==> src/rtl/measure_display.sv <==
// Sequential binary-to-BCD converter driving four active-low seven-segment digits.
// A new value is sampled on update; digits and overflow change together once conversion ends.
module measure_display #(
    parameter int IN_WIDTH      = 14,
    parameter bit BLANK_LEADING = 1'b1,
    parameter int MAX_DISPLAY   = 9999
) (
    input  logic                clock,
    input  logic                reset,
    input  logic                update,
    input  logic [IN_WIDTH-1:0] num,
    input  logic [2:0]          measurement,
    output logic [6:0]          hex0,
    output logic [6:0]          hex1,
    output logic [6:0]          hex2,
    output logic [6:0]          hex3,
    output logic                busy,
    output logic                done,
    output logic                overflow,
    output logic [1:0]          dbg_state
);

    // Handshake: update is a level sampled on a rising edge; while busy, requests merge into pending.
    typedef enum logic [1:0] {S_IDLE, S_LOAD, S_SHIFT, S_DONE} state_t;

    localparam logic [IN_WIDTH-1:0] MAX_VAL    = IN_WIDTH'(MAX_DISPLAY);
    localparam logic [3:0]          LAST_SHIFT = 4'(IN_WIDTH - 1);
    localparam logic [6:0]          SEG_BLANK  = 7'h7F;

    state_t              r_state;
    state_t              w_next;
    logic [IN_WIDTH-1:0] r_val;
    logic [15:0]         r_bcd;
    logic [3:0]          r_cnt;
    logic                r_ovf;
    logic [2:0]          r_mode;
    logic                r_pending;
    logic [6:0]          r_hex0, r_hex1, r_hex2, r_hex3;
    logic                r_done;
    logic                r_overflow;

    logic                w_load;
    logic [15:0]         w_adj;
    logic [3:0]          w_d0, w_d1, w_d2, w_d3;
    logic                w_blank0, w_blank1, w_blank2, w_blank3;

    function automatic logic [6:0] seg7(input logic [3:0] d);
        case (d)
            4'd0:    seg7 = 7'h40;
            4'd1:    seg7 = 7'h79;
            4'd2:    seg7 = 7'h24;
            4'd3:    seg7 = 7'h30;
            4'd4:    seg7 = 7'h19;
            4'd5:    seg7 = 7'h12;
            4'd6:    seg7 = 7'h02;
            4'd7:    seg7 = 7'h78;
            4'd8:    seg7 = 7'h00;
            4'd9:    seg7 = 7'h10;
            default: seg7 = SEG_BLANK;
        endcase
    endfunction

    always_ff @(posedge clock) begin
        if (reset) r_state <= S_IDLE;
        else       r_state <= w_next;
    end

    always_comb begin
        w_next = r_state;
        case (r_state)
            S_IDLE:  if (update) w_next = S_SHIFT;
            S_LOAD:  w_next = S_SHIFT;
            S_SHIFT: if (r_cnt == LAST_SHIFT) w_next = S_DONE;
            S_DONE:  w_next = (r_pending || update) ? S_LOAD : S_IDLE;
            default: w_next = S_IDLE;
        endcase
    end

    assign w_load = ((r_state == S_IDLE) && update) || (r_state == S_LOAD);

    // Add-3 correction on every BCD nibble before the shift.
    always_comb begin
        w_adj = r_bcd;
        for (int k = 0; k < 4; k++) begin
            if (r_bcd[4*k +: 4] >= 4'd5) w_adj[4*k +: 4] = r_bcd[4*k +: 4] + 4'd3;
        end
    end

    assign w_d0 = r_bcd[3:0];
    assign w_d1 = r_bcd[7:4];
    assign w_d2 = r_bcd[11:8];
    assign w_d3 = r_bcd[15:12];

    assign w_blank3 = (r_mode == 3'd0) || (BLANK_LEADING && (w_d3 == 4'd0));
    assign w_blank2 = (r_mode == 3'd0) || (BLANK_LEADING && (w_d3 == 4'd0) && (w_d2 == 4'd0));
    assign w_blank1 = (r_mode == 3'd0) ||
                      (BLANK_LEADING && (w_d3 == 4'd0) && (w_d2 == 4'd0) && (w_d1 == 4'd0));
    assign w_blank0 = (r_mode == 3'd0);

    always_ff @(posedge clock) begin
        if (reset) begin
            r_val      <= '0;
            r_bcd      <= '0;
            r_cnt      <= '0;
            r_ovf      <= 1'b0;
            r_mode     <= '0;
            r_pending  <= 1'b0;
            r_hex0     <= SEG_BLANK;
            r_hex1     <= SEG_BLANK;
            r_hex2     <= SEG_BLANK;
            r_hex3     <= SEG_BLANK;
            r_done     <= 1'b0;
            r_overflow <= 1'b0;
        end else begin
            r_done <= 1'b0;
            if (w_load) begin
                r_val  <= (num > MAX_VAL) ? MAX_VAL : num;
                r_ovf  <= (num > MAX_VAL);
                r_mode <= measurement;
                r_bcd  <= '0;
                r_cnt  <= '0;
            end
            if (r_state == S_SHIFT) begin
                r_bcd <= {w_adj[14:0], r_val[IN_WIDTH-1]};
                r_val <= {r_val[IN_WIDTH-2:0], 1'b0};
                r_cnt <= r_cnt + 4'd1;
                if (update) r_pending <= 1'b1;
            end
            if (r_state == S_DONE) begin
                r_hex0     <= w_blank0 ? SEG_BLANK : seg7(w_d0);
                r_hex1     <= w_blank1 ? SEG_BLANK : seg7(w_d1);
                r_hex2     <= w_blank2 ? SEG_BLANK : seg7(w_d2);
                r_hex3     <= w_blank3 ? SEG_BLANK : seg7(w_d3);
                r_overflow <= (r_mode != 3'd0) && r_ovf;
                r_done     <= 1'b1;
                r_pending  <= 1'b0;
            end
        end
    end

    assign hex0      = r_hex0;
    assign hex1      = r_hex1;
    assign hex2      = r_hex2;
    assign hex3      = r_hex3;
    assign busy      = (r_state != S_IDLE);
    assign done      = r_done;
    assign overflow  = r_overflow;
    assign dbg_state = r_state;

endmodule
==> config.mk <==
export PLATFORM = sky130hd
export DESIGN_NAME = measure_display
export DESIGN_NICKNAME = d
export VERILOG_FILES = /design/src/rtl/measure_display.sv
export SDC_FILE = /design/constraint.sdc
export NUM_CORES = 1
export LEC_CHECK = 0
export CAP_MARGIN = 20
export CORE_UTILIZATION = 60
export CTS_CLUSTER_DIAMETER = 80
export CTS_CLUSTER_SIZE = 30
export DETAILED_ROUTE_END_ITERATION = 16
export PLACE_DENSITY_LB_ADDON = 0.08
export SLEW_MARGIN = 30
export SYNTH_ARGS = -nofsm -noshare
export SYNTH_HDL_FRONTEND = slang
export SYNTH_SLANG_ARGS = --single-unit
export TNS_END_PERCENT = 10
==> constraint.sdc <==
create_clock -name clock -period 7.5 [get_ports clock]
set_input_delay 1.875 -clock clock [delete_from_list [all_inputs] [get_ports clock]]
set_output_delay 1.875 -clock clock [all_outputs]
set_load 0.1 [all_outputs]
==> results.txt, run 1 <==
----------------------------------------------------
[Placement]
  Final GP Congestion ... 0.9147
  Dpl cell area ... 5071 sq um
  Hpwl dp ... 6177 um
  Place WS ... 2.531 ns
  Port bufs ... 52

[GRT]
  Pin count of the biggest net entering global routing ... 67
  Wire length of the first global-routing pass ... 14670 um
  Overall track demand over capacity in global routing ... 23.76%
  Via count of the first global-routing pass ... 3342
  Overflow after GRT ... 0
  Initial antenna violation count ... 0

[Timing]
  Final worst hold slack ... 0.4375 ns
  Final critical-path share of the clock period ... 60.86%
  Layout Skew ... 0.008848 ns
  Transition time at the pin with the least slew margin ... 0.9739 ns
  Relative slew slack ... 34.87%
  Final sum of negative setup slack ... 0 ns
  Setup violators final ... 0
  Final critical path time including I/O delays and setup ... 4.564 ns
  Max-slew violations ... 0
  Fin worst setup slack ... 2.936 ns
  Maximum frequency from static timing analysis ... 219.1 MHz
  Unrepaired setup endpoints after global routing ... no
  Number of hold violations in the final report ... 0

[Flow run]
  Count of max-cap constraint violations ... 0

[Power]
  Maximum vdd drop ... 0.09360 mV
  Areal power density over the cells ... 177.5 nW/um^2
  Leakage power ... 0.002061 uW

[Logic synthesis]
  Syn Area/Cell ... 9.048 sq um
  Fraction of synthesized cell area taken by the top area cell type ... 43.64%
  Area contributors post-synth ... sky130_fd_sc_hd__dfxtp_1, sky130_fd_sc_hd__ha_1, sky130_fd_sc_hd__o22a_1
  Synthesis Warnings ... 0
  Gate count of the mapped netlist ... 502
  Synth Cell Area ... 4542 sq um
  Predominant post-synthesis flop cell ... sky130_fd_sc_hd__dfxtp_1
  Sequential share of the synthesized area ... 43.64%
  Register bit total from synthesis ... 99
  Number of enable flip-flop cells after synthesis ... 0
  Synth cell types ... 65
  Synthesized net count ... 554
  Cell taking the most area after synthesis ... sky130_fd_sc_hd__dfxtp_1
  Async SR Flop Fraction ... 0%

[Finish]
  Finished layout cell area ... 5274 sq um
  Antenna Diode Count ... 0
  Count of nets after finishing ... 593
  Top library cells by usage in the layout, fill and taps aside ... sky130_fd_sc_hd__dfxtp_1, sky130_fd_sc_hd__nor2_1, sky130_fd_sc_hd__clkdlybuf4s50_1, sky130_fd_sc_hd__nand2_1, sky130_fd_sc_hd__ha_1
  Most frequent standard cell in the layout excluding fill and tap cells ... sky130_fd_sc_hd__dfxtp_1
  Core Util, Final ... 72.32%
  Fraction of final layout cells sized beyond drive strength 1 ... 5.128%
  Area growth syn-to-layout ... 16.12%

[CTS]
  Clock Latency Late Sink ... 0.36 ns
  CTS HTree Levels ... 3
  Cts-stage hold buffer count ... 0
  Cells resized by post-CTS repair ... 0
  Clock tree sinks ... 99
  Postcts setup bufs ... 0
  Clock tree root driver cell ... sky130_fd_sc_hd__clkbuf_8
  Number of buffers created by CTS ... 9
  TritonCTS clock tree ... done
  Clock transition at the registers of the reported paths ... 0.09 ns
  Clk buf depth ... 2

[Setup path]
  Cell breakdown of the critical path ... or2_1 -> clkdlybuf4s50_1
  Crit Path Category ... flop to output port
  Biggest cell delay along the critical path ... 1.17 ns
  R2R depth ... 9
  Critical-path top delay cell ... sky130_fd_sc_hd__clkdlybuf4s50_1
  Startpoint class of the critical path ... flop
  CP Data Required Time ... 5.62 ns
  Arrival @ worst endpoint ... 2.69 ns
  Critical path endpoint category ... output port
  Worst-path maximum fanout ... 27

[Floorplan]
  Number of cell rows ... 31
  Core Footprint ... 7292 sq um
  Width of the die ... 89.01 um
  Die outline area ... 7922 sq um
  Vert. Die Dim ... 89.01 um
  Starting density of the core ... 62.29%
  Count of pins on the block boundary ... 53

[Drt]
  First drt pass iteration count ... 4
  Wire per inst ... 13.88 um
  Starting DRT DRC Count ... 177
  Antenna-violating nets left ... 0
  Per-cell via count in the routed design ... 5.780
  Via count ... 3728
  Total length of routed wires ... 8952 um
  DRC violation count after routing ... 0

[Min path]
  Cells on Worst Hold Path ... 1
  Path class of the lowest-slack min-delay path ... flop to flop

[Outcome]
  Run status ... completed

----------------------------------------------------
==> area by class of cell <==
cell class,instances,area [sq um]
Clock buffer,9,123.9
Clock inverter,7,68.82
Fill cell,609,2018
Inverter,26,97.59
Multi-Input combinational cell,351,2347
Sequential cell,99,1982
Tap cell,99,123.9
Timing Repair Buffer,54,530.5
==> path summary, 6_finish.rpt <==
path,startpoint,end,slack (ns)
worst max register to register,dbg_state[0],flop,4.26
worst min-delay path,flop,hex2[4],0.44
worst max-delay path,dbg_state[0],busy,2.94
worst min register to register,flop,hex2[4],0.44
==> cells by family after synthesis <==
| logic type | after synthesis | share of synthesized area (%) |
|---|---|---|
| xor gates and xnor gates | 5 | 0.9641 |
| DFF | 99 | 43.64 |
| adders and majority gates | 32 | 8.815 |
| and+or+nand+nor | 173 | 18.87 |
| muxes | 1 | 0.2204 |
| buffers and inverters | 52 | 4.904 |
| AOI/OAI and AO/OA | 140 | 22.59 |
==> where the power goes <==
group	internal, uW	switching, uW
logic	22.3	39.2
registers	534	6.91
clock network	153	181
==> through the flow <==
step | cells | total power, uW
2_1_floorplan | 502 | 593.0
3_3_place_gp | 629 | 612.3
3_5_place_dp | 629 | 614.2
4_1_cts | 645 | 941.6
5_1_grt | 645 | 968.2
6_report | 645 | 935.9
==> critical path: cells and delay by family (launching register included) <==
family	cells	cell delay, ns
buffers and inverters	1	1.17
AND/OR/NAND/NOR	1	0.29
flip-flops	1	0.87
==> per-layer routing <==
layer	GRT usage [%]	share of wire, %
met5	0	0
met4	11.69	1.8
met3	3.693	3.4
met2	40.07	47
met1	29.80	48
==> cell usage after synthesis, types with 13 or more instances <==
cell and n:
sky130_fd_sc_hd__inv_1 25, sky130_fd_sc_hd__a21oi_1 30, sky130_fd_sc_hd__ha_1 32, sky130_fd_sc_hd__clkbuf_1 13, sky130_fd_sc_hd__nor2_1 64, sky130_fd_sc_hd__nand2_1 39, sky130_fd_sc_hd__o21ai_0 18, sky130_fd_sc_hd__o22a_1 29
sky130_fd_sc_hd__nor3_1 16, sky130_fd_sc_hd__dfxtp_1 99
(Power assumes the default switching activity.)
==> run 2: changes to the inputs <==
CORE_UTILIZATION = 50   (was 60)
clock period = 3.8 ns   (was 7.5 ns; I/O delays follow)
==> run 2 against run 1 <==
  * Sequential cell count unchanged
  * Cell count grew 2.5%
  * Clock-buffer cell count up 3
  * Global-route usage decreased by 2.7 points
  * Sequential share of layout area is 0.59 points lower
  * Final area is 1.6% higher
  * First-iteration DRC count shrank 4.5%
  * Sequential power grew 96%
==> results.txt, run 2 (synthesis results as in run 1) <==
----------------------------------------------------
[Timing]
  Layout Skew ... 0.01098 ns (was 0.008848 ns)
  Max-slew violations ... 0 (unchanged)
  Final sum of negative setup slack ... 0 ns (unchanged)
  Unrepaired setup endpoints after global routing ... no (unchanged)
  Setup violators final ... 0 (unchanged)
  Relative slew slack ... 34.13% (was 34.87%)
  Final critical-path share of the clock period ... 82.99%
  Transition time at the pin with the least slew margin ... 0.9850 ns (was 0.9739 ns)
  Final critical path time including I/O delays and setup ... 3.154 ns
  Maximum frequency from static timing analysis ... 317.1 MHz
  Number of hold violations in the final report ... 0 (unchanged)

[CTS]
  Clock transition at the registers of the reported paths ... 0.09 ns (about the same)
  Clock tree root driver cell ... sky130_fd_sc_hd__clkbuf_8 (unchanged)
  TritonCTS clock tree ... done (unchanged)
  CTS HTree Levels ... 3 (unchanged)
  Postcts setup bufs ... 0 (unchanged)
  Clock tree sinks ... 99 (unchanged)
  Clock Latency Late Sink ... 0.36 ns (about the same)
  Clk buf depth ... 2 (unchanged)
  Cells resized by post-CTS repair ... 0 (unchanged)
  Cts-stage hold buffer count ... 0 (unchanged)
  Number of buffers created by CTS ... 9 (unchanged)

[Finish]
  Multi-input logic area ... 2337 sq um (was 2347 sq um)
  Most frequent standard cell in the layout excluding fill and tap cells ... sky130_fd_sc_hd__dfxtp_1 (unchanged)
  Top library cells by usage in the layout, fill and taps aside ... sky130_fd_sc_hd__dfxtp_1, sky130_fd_sc_hd__nor2_1, sky130_fd_sc_hd__clkdlybuf4s50_1, sky130_fd_sc_hd__nand2_1, sky130_fd_sc_hd__ha_1 (unchanged)
  Fraction of final layout cells sized beyond drive strength 1 ... 6.510% (was 5.128%)
  Register Area ... 1982 sq um (unchanged)
  Area growth syn-to-layout ... 17.96% (was 16.12%)
  Antenna Diode Count ... 0 (unchanged)
  Count of nets after finishing ... 602 (was 593)
  Fillcell total ... 796 (was 609)
  Finished layout cell area ... 5358 sq um (was 5274 sq um)

[Placement]
  Final GP Congestion ... 0.8689 (was 0.9147)
  Port bufs ... 52 (unchanged)
  Dpl cell area ... 5142 sq um (was 5071 sq um)
  Hpwl dp ... 6808 um (was 6177 um)

[Setup path]
  Slack of the worst reg-to-reg path ... 0.85 ns (was 4.26 ns)
  Startpoint class of the critical path ... primary input (was flop)
  Worst-path maximum fanout ... 8 (was 27)
  CP Data Required Time ... 4.06 ns (was 5.62 ns)
  Crit Path Category ... primary input to flop (was flop to output port)
  Critical path endpoint category ... flop (was output port)
  Arrival @ worst endpoint ... 3.42 ns (was 2.69 ns)

[GRT]
  Overall track demand over capacity in global routing ... 21.07% (was 23.76%)
  Pin count of the biggest net entering global routing ... 27 (was 67)
  Wire length of the first global-routing pass ... 16290 um (was 14670 um)
  Overflow after GRT ... 0 (unchanged)
  Via count of the first global-routing pass ... 3484 (was 3342)
  Initial antenna violation count ... 0 (unchanged)

[Floorplan]
  Count of pins on the block boundary ... 53 (unchanged)
  Number of cell rows ... 34 (was 31)
  Core Footprint ... 8763 sq um (was 7292 sq um)
  Width of the die ... 97.31 um (was 89.01 um)
  Die outline area ... 9469 sq um (was 7922 sq um)
  Starting density of the core ... 51.83% (was 62.29%)
  Vert. Die Dim ... 97.31 um (was 89.01 um)

[Drt]
  Antenna-violating nets left ... 0 (unchanged)
  First drt pass iteration count ... 7 (was 4)
  Per-cell via count in the routed design ... 5.631 (was 5.780)
  Wire per inst ... 14.52 um (was 13.88 um)
  Starting DRT DRC Count ... 169 (was 177)
  DRC violation count after routing ... 0 (unchanged)
  Via count ... 3722 (was 3728)
  Total length of routed wires ... 9601 um (was 8952 um)

[Power]
  Leakage power ... 0.002122 uW (was 0.002061 uW)
  Areal power density over the cells ... 360.1 nW/um^2 (was 177.5 nW/um^2)
  Power Total ... 1929 uW (was 935.9 uW)
  Maximum vdd drop ... 0.2639 mV (was 0.09360 mV)

[Flow run]
  Count of max-cap constraint violations ... 0 (unchanged)

[Min path]
  Path class of the lowest-slack min-delay path ... flop to flop (unchanged)

[Outcome]
  Run status ... completed (unchanged)

----------------------------------------------------
-- run 2: layout make-up --
cell class | instances | share of cell area (%)
clock inverter | 2 | 1.121
inverter | 26 | 1.822
multi-input combinational | 351 | 43.62
timing repair buffer | 63 | 11.02
clock buffer | 12 | 2.896
tap | 108 | 2.522
sequential | 99 | 36.99
-- run 2: metrics by stage --
stage,util (%),setup WS [ns],hold WS (ns),std cells
6_report,61.14,0.6463,0.4346,661
4_1_cts,61.14,0.6363,0.4366,661
3_3_place_gp,58.68,0.3913,0.4143,647
3_5_place_dp,58.68,0.2632,0.4204,647
2_1_floorplan,-,0.09049,0.4132,502
5_1_grt,61.14,0.4083,0.4497,661
-- run 2: power breakdown --
part,switching (uW),total (uW),internal [uW]
clock network,333,733,400
logic,82.4,132,49.3
registers,11.1,1060,1050
-- run 2: layer usage --
metal | track usage (%) | wire length (um) | up-vias
met3 | 4.604 | 386 | 13
met1 | 26.69 | 4556 | 1745
met4 | 5.769 | 116 | 0
li1 | - | - | 1890
met2 | 36.19 | 4541 | 74
met5 | 0 | 0 | -
-- run 2: worst max-delay path, cell delays in order --
cell                              delay (ns)
sky130_fd_sc_hd__clkdlybuf4s50_1        0.54
sky130_fd_sc_hd__o21ai_2                0.43
sky130_fd_sc_hd__nand2_1                0.13
sky130_fd_sc_hd__o21a_1                 0.15
sky130_fd_sc_hd__nor2_1                 0.19
sky130_fd_sc_hd__inv_1                  0.14
sky130_fd_sc_hd__ha_1                   0.21
sky130_fd_sc_hd__or4_1                  0.48
sky130_fd_sc_hd__and3_1                 0.18
-- run 2: final timing paths --
kind                      from       to  depth (start not counted)
setup / recovery        update     flop                          9
hold reg to reg           flop  hex0[0]                          1
setup reg to reg  dbg_state[0]     flop                         10
hold / removal            flop  hex0[0]                          1
